**src/rtl/seg_scan_driver.sv**
```systemverilog
// Time-multiplexed 7-segment scan driver with dead time and leading-zero suppression.
// Define SEG_SCAN_HEX_DECODE_EN to display codes 10..15 as A b C d E F.
module seg_scan_driver #(
    parameter int NUM_DIGITS     = 4,
    parameter int SCAN_DIV       = 50000,
    parameter int DEAD_CYCLES    = 64,
    parameter int SEG_ACTIVE_LOW = 0,
    parameter int AN_ACTIVE_LOW  = 1
) (
    input  logic                    clk,
    input  logic                    rst_n,
    input  logic [4*NUM_DIGITS-1:0] digits,
    input  logic [NUM_DIGITS-1:0]   dp,
    input  logic [NUM_DIGITS-1:0]   blank,
    input  logic                    lz_en,
    output logic [7:0]              SEG,
    output logic [NUM_DIGITS-1:0]   AN,
    output logic                    frame_start
);

    localparam int CNT_W = (SCAN_DIV > 1) ? $clog2(SCAN_DIV) : 1;
    localparam int IDX_W = (NUM_DIGITS > 1) ? $clog2(NUM_DIGITS) : 1;

    localparam logic [CNT_W-1:0] CNT_LAST = CNT_W'(SCAN_DIV - 1);
    localparam logic [CNT_W-1:0] DEAD_END = CNT_W'(DEAD_CYCLES);
    localparam logic [IDX_W-1:0] IDX_LAST = IDX_W'(NUM_DIGITS - 1);

    localparam logic [7:0]            SEG_OFF = (SEG_ACTIVE_LOW != 0) ? 8'hFF : 8'h00;
    localparam logic [NUM_DIGITS-1:0] AN_OFF  = (AN_ACTIVE_LOW != 0) ? {NUM_DIGITS{1'b1}}
                                                                     : {NUM_DIGITS{1'b0}};

    // Active-high {a,b,c,d,e,f,g,dp} pattern with dp cleared.
    function automatic logic [7:0] decode(input logic [3:0] code);
        case (code)
            4'h0:    decode = 8'hFC;
            4'h1:    decode = 8'h60;
            4'h2:    decode = 8'hDA;
            4'h3:    decode = 8'hF2;
            4'h4:    decode = 8'h66;
            4'h5:    decode = 8'hB6;
            4'h6:    decode = 8'hBE;
            4'h7:    decode = 8'hE0;
            4'h8:    decode = 8'hFE;
            4'h9:    decode = 8'hF6;
`ifdef SEG_SCAN_HEX_DECODE_EN
            4'hA:    decode = 8'hEE;
            4'hB:    decode = 8'h3E;
            4'hC:    decode = 8'h9C;
            4'hD:    decode = 8'h7A;
            4'hE:    decode = 8'h9E;
            default: decode = 8'h8E;
`else
            default: decode = 8'h00;
`endif
        endcase
    endfunction

    logic [CNT_W-1:0]        cnt;
    logic [IDX_W-1:0]        idx;
    logic [4*NUM_DIGITS-1:0] snap_digits;
    logic [NUM_DIGITS-1:0]   snap_dp;
    logic [NUM_DIGITS-1:0]   snap_blank;
    logic                    snap_lz;

    logic                    zero_run;
    logic [NUM_DIGITS-1:0]   lz_sup;
    logic [3:0]              cur_code;
    logic [7:0]              seg_val;
    logic [7:0]              seg_next;
    logic [NUM_DIGITS-1:0]   an_hot;
    logic [NUM_DIGITS-1:0]   an_next;

    // Walk from the most significant digit down; a blanked digit reads as zero.
    always_comb begin
        // NOTE: every always_comb target gets a default first so no path can infer a latch.
        zero_run = 1'b1;
        lz_sup   = '0;
        for (int i = NUM_DIGITS - 1; i >= 0; i--) begin
            zero_run  = zero_run && ((snap_digits[4*i +: 4] == 4'h0) || snap_blank[i]);
            lz_sup[i] = snap_lz && zero_run && (i != 0);
        end
    end

    always_comb begin
        cur_code = snap_digits[int'(idx)*4 +: 4];
        seg_val  = (snap_blank[idx] || lz_sup[idx]) ? 8'h00 : decode(cur_code);
        seg_val[0] = snap_dp[idx];
        an_hot      = '0;
        an_hot[idx] = 1'b1;

        if ((DEAD_CYCLES != 0) && (cnt < DEAD_END)) begin
            seg_next = SEG_OFF;
            an_next  = AN_OFF;
        end else begin
            seg_next = (SEG_ACTIVE_LOW != 0) ? ~seg_val : seg_val;
            an_next  = (AN_ACTIVE_LOW != 0) ? ~an_hot : an_hot;
        end
    end

    always_ff @(posedge clk or negedge rst_n) begin
        if (!rst_n) begin
            cnt         <= '0;
            idx         <= '0;
            snap_digits <= '0;
            snap_dp     <= '0;
            snap_blank  <= '0;
            snap_lz     <= 1'b0;
            SEG         <= SEG_OFF;
            AN          <= AN_OFF;
            frame_start <= 1'b0;
        end else begin
            // NOTE: non-blocking assignments so every register here sees pre-edge cnt/idx.
            SEG         <= seg_next;
            AN          <= an_next;
            frame_start <= (cnt == '0) && (idx == '0);

            if (cnt == CNT_LAST) begin
                cnt <= '0;
                if (idx == IDX_LAST) begin
                    idx         <= '0;
                    snap_digits <= digits;
                    snap_dp     <= dp;
                    snap_blank  <= blank;
                    snap_lz     <= lz_en;
                end else begin
                    idx <= idx + 1'b1;
                end
            end else begin
                cnt <= cnt + 1'b1;
            end
        end
    end

endmodule

```
**config.mk**
```make
export PLATFORM = sky130hd
export DESIGN_NAME = seg_scan_driver
export DESIGN_NICKNAME = d
export VERILOG_FILES = /design/src/rtl/seg_scan_driver.sv
export SDC_FILE = /design/constraint.sdc
export NUM_CORES = 1
export LEC_CHECK = 0
export ABC_AREA = 1
export CAP_MARGIN = 20
export CELL_PAD_IN_SITES_DETAIL_PLACEMENT = 2
export CELL_PAD_IN_SITES_GLOBAL_PLACEMENT = 2
export CORE_MARGIN = 2
export CORE_UTILIZATION = 34
export DETAILED_ROUTE_END_ITERATION = 10
export PLACE_DENSITY_LB_ADDON = 0.12
export SYNTH_ARGS = -nofsm -noshare
export SYNTH_HDL_FRONTEND = slang
export SYNTH_SLANG_ARGS = --single-unit
```
**constraint.sdc**
```tcl
create_clock -name clk -period 4.57 [get_ports clk]
set_input_delay 0.6855 -clock clk [delete_from_list [all_inputs] [get_ports clk]]
set_output_delay 0.6855 -clock clk [all_outputs]
set_load 0.01 [all_outputs]
```
Yosys cells after proc, flatten, opt, wreduce, memory -nomap -nowiden
Memory sizes are Yosys's and may differ from the RTL's.
Cells that the tools add are included.
{"block": "totals", "out_inout_bits": 13, "ff_bits": 56, "mem_bits_ro": 112, "elab_cells": 49, "mem_count": 1}
{"block": "op_classes", "shifts": 1, "addsub": 2, "magnitude_cmp": 3, "bitwise": 1, "mux": 13, "n_eq_ne": 2, "reduce_logical": 17}
{"name": "(no name shown)", "words": 16, "width": 7, "read_ports": 1, "rd_ports_with_merged_regs": 0, "wr": 0, "line": "34", "text": "case (code)"}
{"cell": "16-bit by 1-bit adder with 16-bit output, second input constant", "count": 1}
{"cell": "16-bit == test, second input constant", "count": 1}
{"cell": "16-bit logical NOT", "count": 1}
{"cell": "16-bit by 7-bit < comparator with 1-bit output, second input constant", "count": 1}
{"cell": "16-bit two-way mux", "count": 1}
{"cell": "8-bit two-way mux", "count": 2}
{"cell": "16-bit by 5-bit variable part select with 4-bit output", "count": 1}
{"cell": "4-bit logical NOT", "count": 3}
{"cell": "1-bit logical AND", "count": 7}
{"cell": "1-bit binary-select mux with 2-bit select", "count": 3}
{"cell": "1-bit logical OR", "count": 4}
{"cell": "1-bit two-way mux", "count": 4}
{"cell": "4-bit two-way mux", "count": 1}
{"cell": "4-bit NOT", "count": 1}
{"cell": "2-bit by 3-bit < comparator with 1-bit output, second input constant", "count": 1}
{"cell": "2-bit by 1-bit adder with 2-bit output, second input constant", "count": 1}
{"cell": "1-bit demux with 2-bit select", "count": 1}
{"cell": "2-bit == test, second input constant", "count": 1}
{"cell": "2-bit by 1-bit greater-or-equal comparator with 1-bit output, second input constant", "count": 1}
{"cell": "2-bit logical NOT", "count": 1}
{"cell": "2-bit two-way mux", "count": 1}
{"cell": "2-bit AND reduction", "count": 1}

Logic depth before layout (Yosys ltp)
Gate-level depths: netlist of the first run.
{"block": "depth", "word_depth": 10, "ltp_mapped": 13, "mapped_depth_nobuf": 11}

Least setup slack after synthesis of the first run
OpenSTA, ideal clock, no wires.
{"block": "synth_timing", "path_kind": "reg-to-reg", "startpoint": "register idx[0]", "endpoint": "register SEG[4]", "n_path_buf": 2, "arrival_ns": 1.557, "path_stages_with_launch": 12, "slack_ns": 2.941, "cell_sequence": "dfrtp_1 buf_4 buf_2 nand2_1 nand3_1 nand2_1 inv_1 ha_1 nand3b_1 nand3_1 nand2_1 nor2_1"}
{"block": "synth_between", "elab_chain_len": 5, "elab_cells_between_ends": 9}
{"element": "from (decl)", "line": "59", "text": "logic [IDX_W-1:0] idx;"}
{"element": "from (signal assigned)", "line": "126", "text": "idx <= idx + 1'b1;"}
{"element": "parallel branches: the longest is 3 deep, another holds memory 16 x 7 bit"}
{"element": "8-bit two-way mux (*)", "line": "86", "text": "seg_val = (snap_blank[idx] || lz_sup[idx]) ? 8'h00 : decode(cur_code);"}
{"element": "8-bit two-way mux (*)", "line": "91", "text": "if ((DEAD_CYCLES != 0) && (cnt < DEAD_END)) begin"}
{"element": "via seg_next[4]", "line": "69", "text": "logic [7:0] seg_next;"}
{"element": "to (signal assigned)", "line": "113", "text": "SEG <= seg_next;"}
{"element": "to (decl)", "line": "16", "text": "output logic [7:0] SEG,"}
Mark *: on every way through the listed nets, which the timed path passes. The select of a mux whose other input is x is not followed.
A chain may end at the register's enable or synchronous reset.

Worst setup path in the final report of the first run
Ends and elaborated chain as after synthesis.

==> impl_metrics.json, run 1 <==
{
  "worst_ep_arrival_time_ns": 2.44,
  "r2r-end": "SEG[4]$_DFF_PN0_",
  "grt_max_degree": 57,
  "grt_pass1_wl_microns": 13810,
  "whs_ns": 0.4797,
  "htree_levels": 2,
  "syn_area_sq_mm": 0.002919,
  "die_height_microns": 96.66,
  "pre_cts_ws_ns": 2.445,
  "drt-total-wl_microns": 7805,
  "crit_start": "idx[0]$_DFFE_PN0N_",
  "gr-total-overflow": 0,
  "cts_sinks": 56,
  "clkTransAtPathRegs_ns": 0.11,
  "rows": 33,
  "final_nets": 452,
  "yosysUniqueCellTypes": 29,
  "clk_root_buffer_cell": "clkbuf_8",
  "synthCells": 375,
  "reg2reg_depth": 10,
  "fmax_mhz": 456.5,
  "die_area_sq_mm": 0.009342,
  "numCtsBuffers": 5,
  "fin_ws_ns": 2.380,
  "slew_violations": 0,
  "cts_setup_buffers": 0,
  "ctsHoldBuffers": 0,
  "core_area_sq_mm": 0.008258,
  "antenna_found_initial": 0,
  "ant_nets": 0,
  "yosysWarnings": 0,
  "rsz0062_at_grt": "no",
  "end_kind": "register",
  "synth_top_area_share_pct": 44.58,
  "portBuffers": 39,
  "worstPathMaxFanout": 20,
  "max_cap_viol_count": 0,
  "p_leak_nw": 1.668,
  "insertion_delay_ns": 0.32,
  "run_status": "finished, final reports clean",
  "num_antenna_cells": 0,
  "setup_violations": 0,
  "ys_top_cells_by_area": "dfrtp_1 (45%), nand2_1 (18%), nor2_1 (5.5%)",
  "gp_congestion": 0.7428,
  "die-width_microns": 96.66,
  "r2r_slack_ns": 2.38,
  "fin_util_pct": 42.09,
  "worst_r2r_startpoint": "idx[0]$_DFFE_PN0N_",
  "synth-seq-cells": 56,
  "startpoint_type": "register",
  "hold_violations": 0,
  "wire_per_inst_microns": 15.01,
  "cellPowerDensity_mw_per_mm2": 236.7,
  "drcViolationCount": 0,
  "period_share_pct": 47.93,
  "worstPathRequired_ns": 4.82,
  "ys_seq_area_share_pct": 48.18,
  "tns_ns": 0,
  "first_pass_iters": 4,
  "avgViaCountPerCell": 4.815,
  "synth_top_area_cell": "dfrtp_1",
  "worst_pin_slew_ns": 0.7257,
  "synth.avg_cell_area_sq_um": 7.784,
  "relSlewSlack_pct": 51.62,
  "path_class": "register to register",
  "fin_crit_ns": 2.190,
  "drt-initial-drc-count": 69,
  "drive_above_1_share_pct": 7.229,
  "clockBufferDepth": 2,
  "syn_to_final_growth_pct": 19.07,
  "start_util_pct": 35.35,
  "fin_worst_skew_ns": 0.01502,
  "io_pins": 40,
  "fillers": 958,
  "cts_tree": "yes",
  "vdd_ir_drop_max_v": 0.0001174,
  "min_path_type": "input pin to async pin",
  "post_cts_resized": 0,
  "vias": 2504,
  "hpwl_microns": 5832,
  "grt_usage_pct": 17.95,
  "grt_pass1_vias": 2855,
  "syn-num-nets": 413
}
==> how the worst max path moves through the flow <==
stage	depth (start not counted)	slack, ns	endpoint
floorplan	11	2.94	SEG[4]$_DFF_PN0_
global placement	10	2.61	SEG[7]$_DFF_PN0_
detailed placement	10	2.45	SEG[4]$_DFF_PN0_
CTS	10	2.35	SEG[4]$_DFF_PN0_
global route	10	2.17	SEG[4]$_DFF_PN0_
finish	10	2.38	SEG[4]$_DFF_PN0_
==> Yosys cell counts <==
library cell  count
a21boi_0          1
a21oi_1           5
buf_2             4
buf_4             1
buf_6             3
clkinv_2          1
dfrtp_1          52
dfstp_2           4
ha_1             11
inv_1            39
inv_2             5
nand2_1         140
nand2_2           3
nand3_1          25
nand3_2           1
nand3_4           1
nand3b_1          1
nand4_1           2
nor2_1           43
nor2_2            1
nor2_4            3
nor3_1            3
nor3_2            1
nor3_4            1
o21ai_0          14
o21ai_1           1
o22ai_1           1
o32ai_1           1
xor2_1            7
==> worst max-delay path, stage by stage (launching register included) <==
cell,delay [ns]
dfrtp_1,0.74
inv_2,0.24
nand2_1,0.11
nand3_1,0.08
nand2_1,0.19
inv_1,0.10
ha_1,0.20
nand3b_1,0.18
nand3_1,0.10
nand2_1,0.05
nor2_1,0.12
==> cell type report <==
cell class                 instances  area, sq um  share of cell area [%]
clock buffer                       7        86.33                   2.484
clock inverter                     1        7.507                  0.2160
inverter                          45        170.2                   4.896
multi-input combinational        266         1281                   36.86
sequential                        56         1406                   40.46
tap                              105        131.4                   3.780
timing repair buffer              40        392.9                   11.30
==> through the flow <==
step	std cells	instance area (sq um)	power, mW
final	520	3476	0.8227
after global placement	512	3382	0.5377
after CTS	520	3476	0.8364
after detailed placement	512	3382	0.5383
after floorplan	375	2919	0.5051
after global routing	520	3476	0.8543
==> report_power, final <==
part           internal, mW  switching, mW  total, mW
clock                 0.124          0.172      0.295
sequential            0.495              0      0.495
combinational        0.0193         0.0127     0.0319
==> sequential cells by signal, indices dropped and copies added, names as in the netlist <==
signal,cells
AN,4
idx,2
snap_blank,4
frame_start,1
snap_dp,4
snap_digits,16
SEG,8
cnt,16
snap_lz,1
==> routing by layer <==
layer / vias to the layer above / part of all wire [%] / GRT usage, %
met4: 0 / 1.0 / 3.900
met1: 1250 / 43 / 21.27
met5: - / 0 / 0
met3: 6 / 1.8 / 2.384
met2: 25 / 54 / 34.29
li1: 1223 / - / -
==> logic make-up after synthesis <==
logic type / Yosys count / synth area share, %
and+or+nand+nor: 225 / 32.88
DFF: 56 / 48.18
buffers and inverters: 53 / 7.930
AOI/OAI and AO/OA: 23 / 4.201
adders and majority gates: 11 / 4.715
xor gates and xnor gates: 7 / 2.100
==> cells in the final DEF, fill, tap and decap left out, types with 2 or more instances in the layout <==
master,count
a21oi_1,5
clkbuf_8,6
clkdlybuf4s50_1,38
dfrtp_1,52
dfstp_2,4
ha_1,11
inv_1,39
inv_2,5
nand2_1,140
nand2_2,3
nand3_1,25
nand4_1,2
nor2_1,43
nor2_4,3
nor3_1,3
o21ai_0,14
xor2_1,7
(Power assumes the default switching activity.)
==> run 2: changes to the inputs <==
- CORE_UTILIZATION: 34 -> 32
- clock period: 4.57 -> 2.15 ns (I/O delays scaled with it)
==> run 2 against run 1 <==
  * Clock skew fell by 0.0026 ns
  * Largest cell class unchanged
  * Register-to-register slack got worse by 2.1 ns
  * Cell count rose by 1.5%
  * Critical path depth fell by 1
  * Non-clock buffer count rose by 5
  * Maximum frequency rose by 17%
  * First-iteration DRC count fell by 28%
  * Flip-flop and latch count did not move
  * Highest routed layer unchanged
  * Clock power rose by 150%
==> impl_metrics.json, run 2 (synthesis gave the netlist of run 1 again) <==
{
  "run_status": "finished, final reports clean",
  "startpoint_type": "register",
  "cts_setup_buffers": 0,
  "end_kind": "register",
  "rows": 34,
  "hold_violations": 0,
  "numCtsBuffers": 5,
  "placedCellCount": 520,
  "start_util_pct": 33.31,
  "vias": 2532,
  "grt_util_met3_pct": 2.319,
  "fin_ws_ns": 0.2702,
  "drt-total-wl_microns": 7901,
  "hpwl_microns": 6258,
  "worstPathRequired_ns": 2.39,
  "drive_above_1_share_pct": 8.810,
  "period_share_pct": 87.43,
  "worstPathMaxFanout": 16,
  "portBuffers": 39,
  "syn_to_final_growth_pct": 21.69,
  "avgViaCountPerCell": 4.795,
  "postPlaceCellArea_sq_mm": 0.003436,
  "tns_ns": 0,
  "first_pass_iters": 4,
  "num_antenna_cells": 0,
  "clockBufferDepth": 2,
  "p_leak_nw": 1.709,
  "fin_worst_skew_ns": 0.01241,
  "grt_pass1_vias": 2852,
  "worst_ep_arrival_time_ns": 2.12,
  "drcViolationCount": 0,
  "post_cts_resized": 0,
  "setup_violations": 0,
  "min_path_type": "input pin to async pin",
  "die-width_microns": 99.51,
  "clkTransAtPathRegs_ns": 0.11,
  "die_height_microns": 99.51,
  "htree_levels": 2,
  "relSlewSlack_pct": 56.93,
  "cellPowerDensity_mw_per_mm2": 521.1,
  "worst_r2r_startpoint": "idx[0]$_DFFE_PN0N_",
  "gp_congestion": 0.8359,
  "top_usage_layer": "met2",
  "io_pins": 40,
  "crit_start": "idx[0]$_DFFE_PN0N_",
  "antenna_found_initial": 0,
  "fin_crit_ns": 1.880,
  "die_area_sq_mm": 0.009902,
  "mostFrequentLayoutCells": "nand2_1 (140), dfrtp_1 (51), nor2_1 (43), inv_1 (39), clkdlybuf4s50_1 (38)",
  "wire_per_inst_microns": 14.96,
  "grt_use_met2_pct": 34.72,
  "fin_area_sq_mm": 0.003552,
  "grt_pass1_wl_microns": 13840,
  "ctsHoldBuffers": 0,
  "insertion_delay_ns": 0.31,
  "fmax_mhz": 532.0,
  "slew_violations": 0,
  "drt-initial-drc-count": 50,
  "grt_max_degree": 31,
  "core_area_sq_mm": 0.008763,
  "rsz0062_at_grt": "no",
  "finalNonFillerCells": 528,
  "top_regs": "cnt (16), snap_digits (16), SEG (8)",
  "path_class": "register to register",
  "fin_util_pct": 40.53,
  "layout_commonest_cell": "nand2_1",
  "grt_usage_pct": 17.47,
  "final_nets": 457,
  "pre_cts_ws_ns": 0.1721,
  "max_cap_viol_count": 0,
  "ant_nets": 0,
  "vdd_ir_drop_max_v": 0.0002410,
  "fillers": 1038,
  "power.total_mw": 1.851,
  "whs_ns": 0.01673,
  "cts_tree": "yes",
  "cts_sinks": 56,
  "gr-total-overflow": 0,
  "clk_root_buffer_cell": "clkbuf_8",
  "worst_pin_slew_ns": 0.6461,
  "met1_usage_pct": 20.12
}
-- run 2: area by class of cell --
cell class              count  area, sq um  area share, %
clock buffers               5        68.82          1.937
clock inverters             3        46.29          1.303
inverters                  45        170.2          4.790
multi-input cells         266         1281          36.07
flip-flops and latches     56         1408          39.63
well taps                 108        135.1          3.804
repair buffers             45        442.9          12.47
-- run 2: metal layers --
metal  part of all wire [%]  routed length, microns  up-vias
met5                      0                       0        -
met4                   0.56                      44        0
met3                    1.9                     151        4
met2                     56                    4413       26
met1                     42                    3291     1264
li1                       -                       -     1238
-- run 2: worst paths after layout --
kind                       depth (start not counted)  slack, ns                      to
max                                                9       0.27        SEG[7]$_DFF_PN0_
min                                                1       0.02  snap_dp[3]$_DFFE_PN0P_
max reg2reg                                        9       0.27        SEG[7]$_DFF_PN0_
min reg2reg                                        1       0.50        cnt[0]$_DFF_PN0_
max in group asynchronous                          2       1.47         AN[0]$_DFF_PN1_
min in group clk                                   1       0.50        cnt[0]$_DFF_PN0_
-- run 2: worst max-delay path, stage by stage, from the launching register on --
cell and delay [ns]:
dfrtp_2 0.53, o21ai_0 0.25, nand2_1 0.08, nand2_1 0.19, inv_1 0.12, ha_1 0.19
nand3b_1 0.20, nand3_1 0.11, nand2_1 0.05, nor2_1 0.10
-- run 2: report_power, final --
part	internal (mW)	switching, mW	total [mW]
Clock	0.354	0.373	0.727
Combinational	0.0435	0.0275	0.0709
Sequential	1.05	0	1.05
Total	1.45	0.400	1.85
==> run 3: changes to the inputs <==
- PLACE_DENSITY_LB_ADDON: 0.12 -> 0.1
==> run 3 against run 2 <==
  * Cell count is the same
  * Register-to-register slack lost 0.02 ns
  * Wire length grew 0.46%
  * Design area shrank 0.53%
  * Critical path depth is the same
  * Die area is the same
  * Highest routed layer unchanged
==> impl_metrics.json, run 3 (synthesis gave the netlist of run 1 again) <==
{
  "cellPowerDensity_mw_per_mm2": 497.6,
  "tns_ns": 0,
  "worst_ep_arrival_time_ns": 2.11,
  "wire_per_inst_microns": 15.03,
  "drive_above_1_share_pct": 8.571,
  "cts_setup_buffers": 0,
  "power.switching_uw": 399.6,
  "mostFrequentLayoutCells": "nand2_1 (140), dfrtp_1 (52), nor2_1 (43), inv_1 (39), clkdlybuf4s50_1 (38)",
  "r2r-end": "SEG[4]$_DFF_PN0_",
  "drt-initial-drc-count": 31,
  "grt_pass1_vias": 2887,
  "fillers": 1036,
  "reg2reg_depth": 9,
  "syn_to_final_growth_pct": 21.05,
  "r2r_slack_ns": 0.25,
  "end_kind": "register",
  "placedCellCount": 520,
  "drcViolationCount": 0,
  "worst_pin_slew_ns": 0.6449,
  "die_area_sq_mm": 0.009902,
  "swShare_pct": 22.73,
  "gr-total-overflow": 0,
  "clockBufferDepth": 2,
  "grt_usage_pct": 18.08,
  "clkTransAtPathRegs_ns": 0.11,
  "pwr-share-comb_pct": 4.0,
  "fin_crit_ns": 1.902,
  "path_class": "register to register",
  "fin_util_pct": 40.32,
  "gp_congestion": 0.8046,
  "vdd_ir_drop_max_v": 0.0002241,
  "rows": 34,
  "core_area_sq_mm": 0.008763,
  "io_pins": 40,
  "post_cts_resized": 0,
  "die_height_microns": 99.51,
  "worst_r2r_startpoint": "idx[0]$_DFFE_PN0N_",
  "insertion_delay_ns": 0.32,
  "hold_violations": 0,
  "portBuffers": 39,
  "p_leak_nw": 1.696,
  "top_regs": "cnt (16), snap_digits (16), SEG (8)",
  "final_nets": 457,
  "ctsHoldBuffers": 0,
  "first_pass_iters": 4,
  "finalNonFillerCells": 528,
  "die-width_microns": 99.51,
  "clk_root_buffer_cell": "clkbuf_8",
  "cts_sinks": 56,
  "antenna_found_initial": 0,
  "hpwl_microns": 6242,
  "htree_levels": 2,
  "worstPathRequired_ns": 2.36,
  "vias": 2490,
  "ant_nets": 0,
  "numCtsBuffers": 5,
  "avgViaCountPerCell": 4.716,
  "pwr-share-seq_pct": 59.9,
  "p_clk_share_pct": 36.1,
  "grt_max_degree": 31,
  "p_int_mw": 1.359,
  "fin_worst_skew_ns": 0.01325,
  "cts_tree": "yes",
  "rsz0062_at_grt": "no",
  "grt_pass1_wl_microns": 14260,
  "setup_violations": 0,
  "drt-total-wl_microns": 7937,
  "max_cap_viol_count": 0,
  "startpoint_type": "register",
  "period_share_pct": 88.48,
  "min_path_type": "input pin to async pin",
  "num_antenna_cells": 0,
  "run_status": "finished, final reports clean",
  "relSlewSlack_pct": 57.01,
  "worstPathMaxFanout": 12,
  "fmax_mhz": 525.7,
  "layout_commonest_cell": "nand2_1",
  "slew_violations": 0,
  "start_util_pct": 33.31
}
-- run 3: cell count changes in the layout (fill, tap and decap cells not counted) --
cell | previous run | this run
clkinvlp_4 | 0 | 2
bufinv_16 | 1 | 0
clkbuf_8 | 5 | 6
clkinv_2 | 2 | 1
dfrtp_1 | 51 | 52
dfrtp_2 | 1 | 0
inv_8 | 1 | 0
-- run 3: worst max path at each step --
stage                                   to          startpoint  cells past startpoint
after CTS                 SEG[4]$_DFF_PN0_  idx[0]$_DFFE_PN0N_                      9
after floorplan           SEG[4]$_DFF_PN0_  idx[0]$_DFFE_PN0N_                     11
after detailed placement  SEG[4]$_DFF_PN0_  idx[0]$_DFFE_PN0N_                      9
after global routing      SEG[4]$_DFF_PN0_  idx[0]$_DFFE_PN0N_                     10
final                     SEG[4]$_DFF_PN0_  idx[0]$_DFFE_PN0N_                      9
after global placement    SEG[4]$_DFF_PN0_  idx[0]$_DFFE_PN0N_                      9
-- run 3: metal layers --
metal  wire (microns)  vias to the layer above  track usage [%]
met5                0                        -                0
met4              113                        0            4.636
met3              157                        8            2.811
met2             4263                       26            34.25
met1             3403                     1220            21.15
li1                 -                     1236                -
-- run 3: worst max-delay path, stage by stage, from the launching register on --
cell	delay [ns]
dfrtp_1	0.54
o21ai_0	0.27
nand2_1	0.08
nand2_1	0.19
inv_1	0.12
ha_1	0.29
nand2_1	0.10
nand3_1	0.07
nand2_1	0.08
nor2_1	0.04
-- run 3: final cells by class --
type | instances | area (sq um) | area share (%)
tap | 108 | 135.1 | 3.824
timing repair buffer | 45 | 442.9 | 12.54
clock buffer | 6 | 82.58 | 2.337
multi-input combinational | 266 | 1281 | 36.26
inverter | 45 | 170.2 | 4.816
clock inverter | 2 | 15.01 | 0.4249
sequential | 56 | 1406 | 39.80
-- run 3: per-stage QoR --
step | total power [mW] | setup slack, ns | hold slack (ns) | cell area [sq um]
floorplan | 1.074 | 0.5206 | 0.02691 | 2919
global placement | 1.147 | 0.3556 | 0.3848 | 3436
detailed placement | 1.148 | 0.2675 | 0.3856 | 3436
CTS | 1.794 | 0.2458 | 0.01935 | 3533
global route | 1.837 | 0.02163 | 0.04312 | 3533
finish | 1.758 | 0.2478 | 0.009689 | 3533
-- run 3: power groups by stage --
stage	Sequential, mW	Combinational [mW]	Clock, mW
2_1_floorplan	1.07	0.000000494	0
6_report	1.05	0.0710	0.634
4_1_cts	1.05	0.0744	0.667
3_5_place_dp	1.07	0.0743	0
3_3_place_gp	1.07	0.0734	0
5_1_grt	1.05	0.0796	0.704
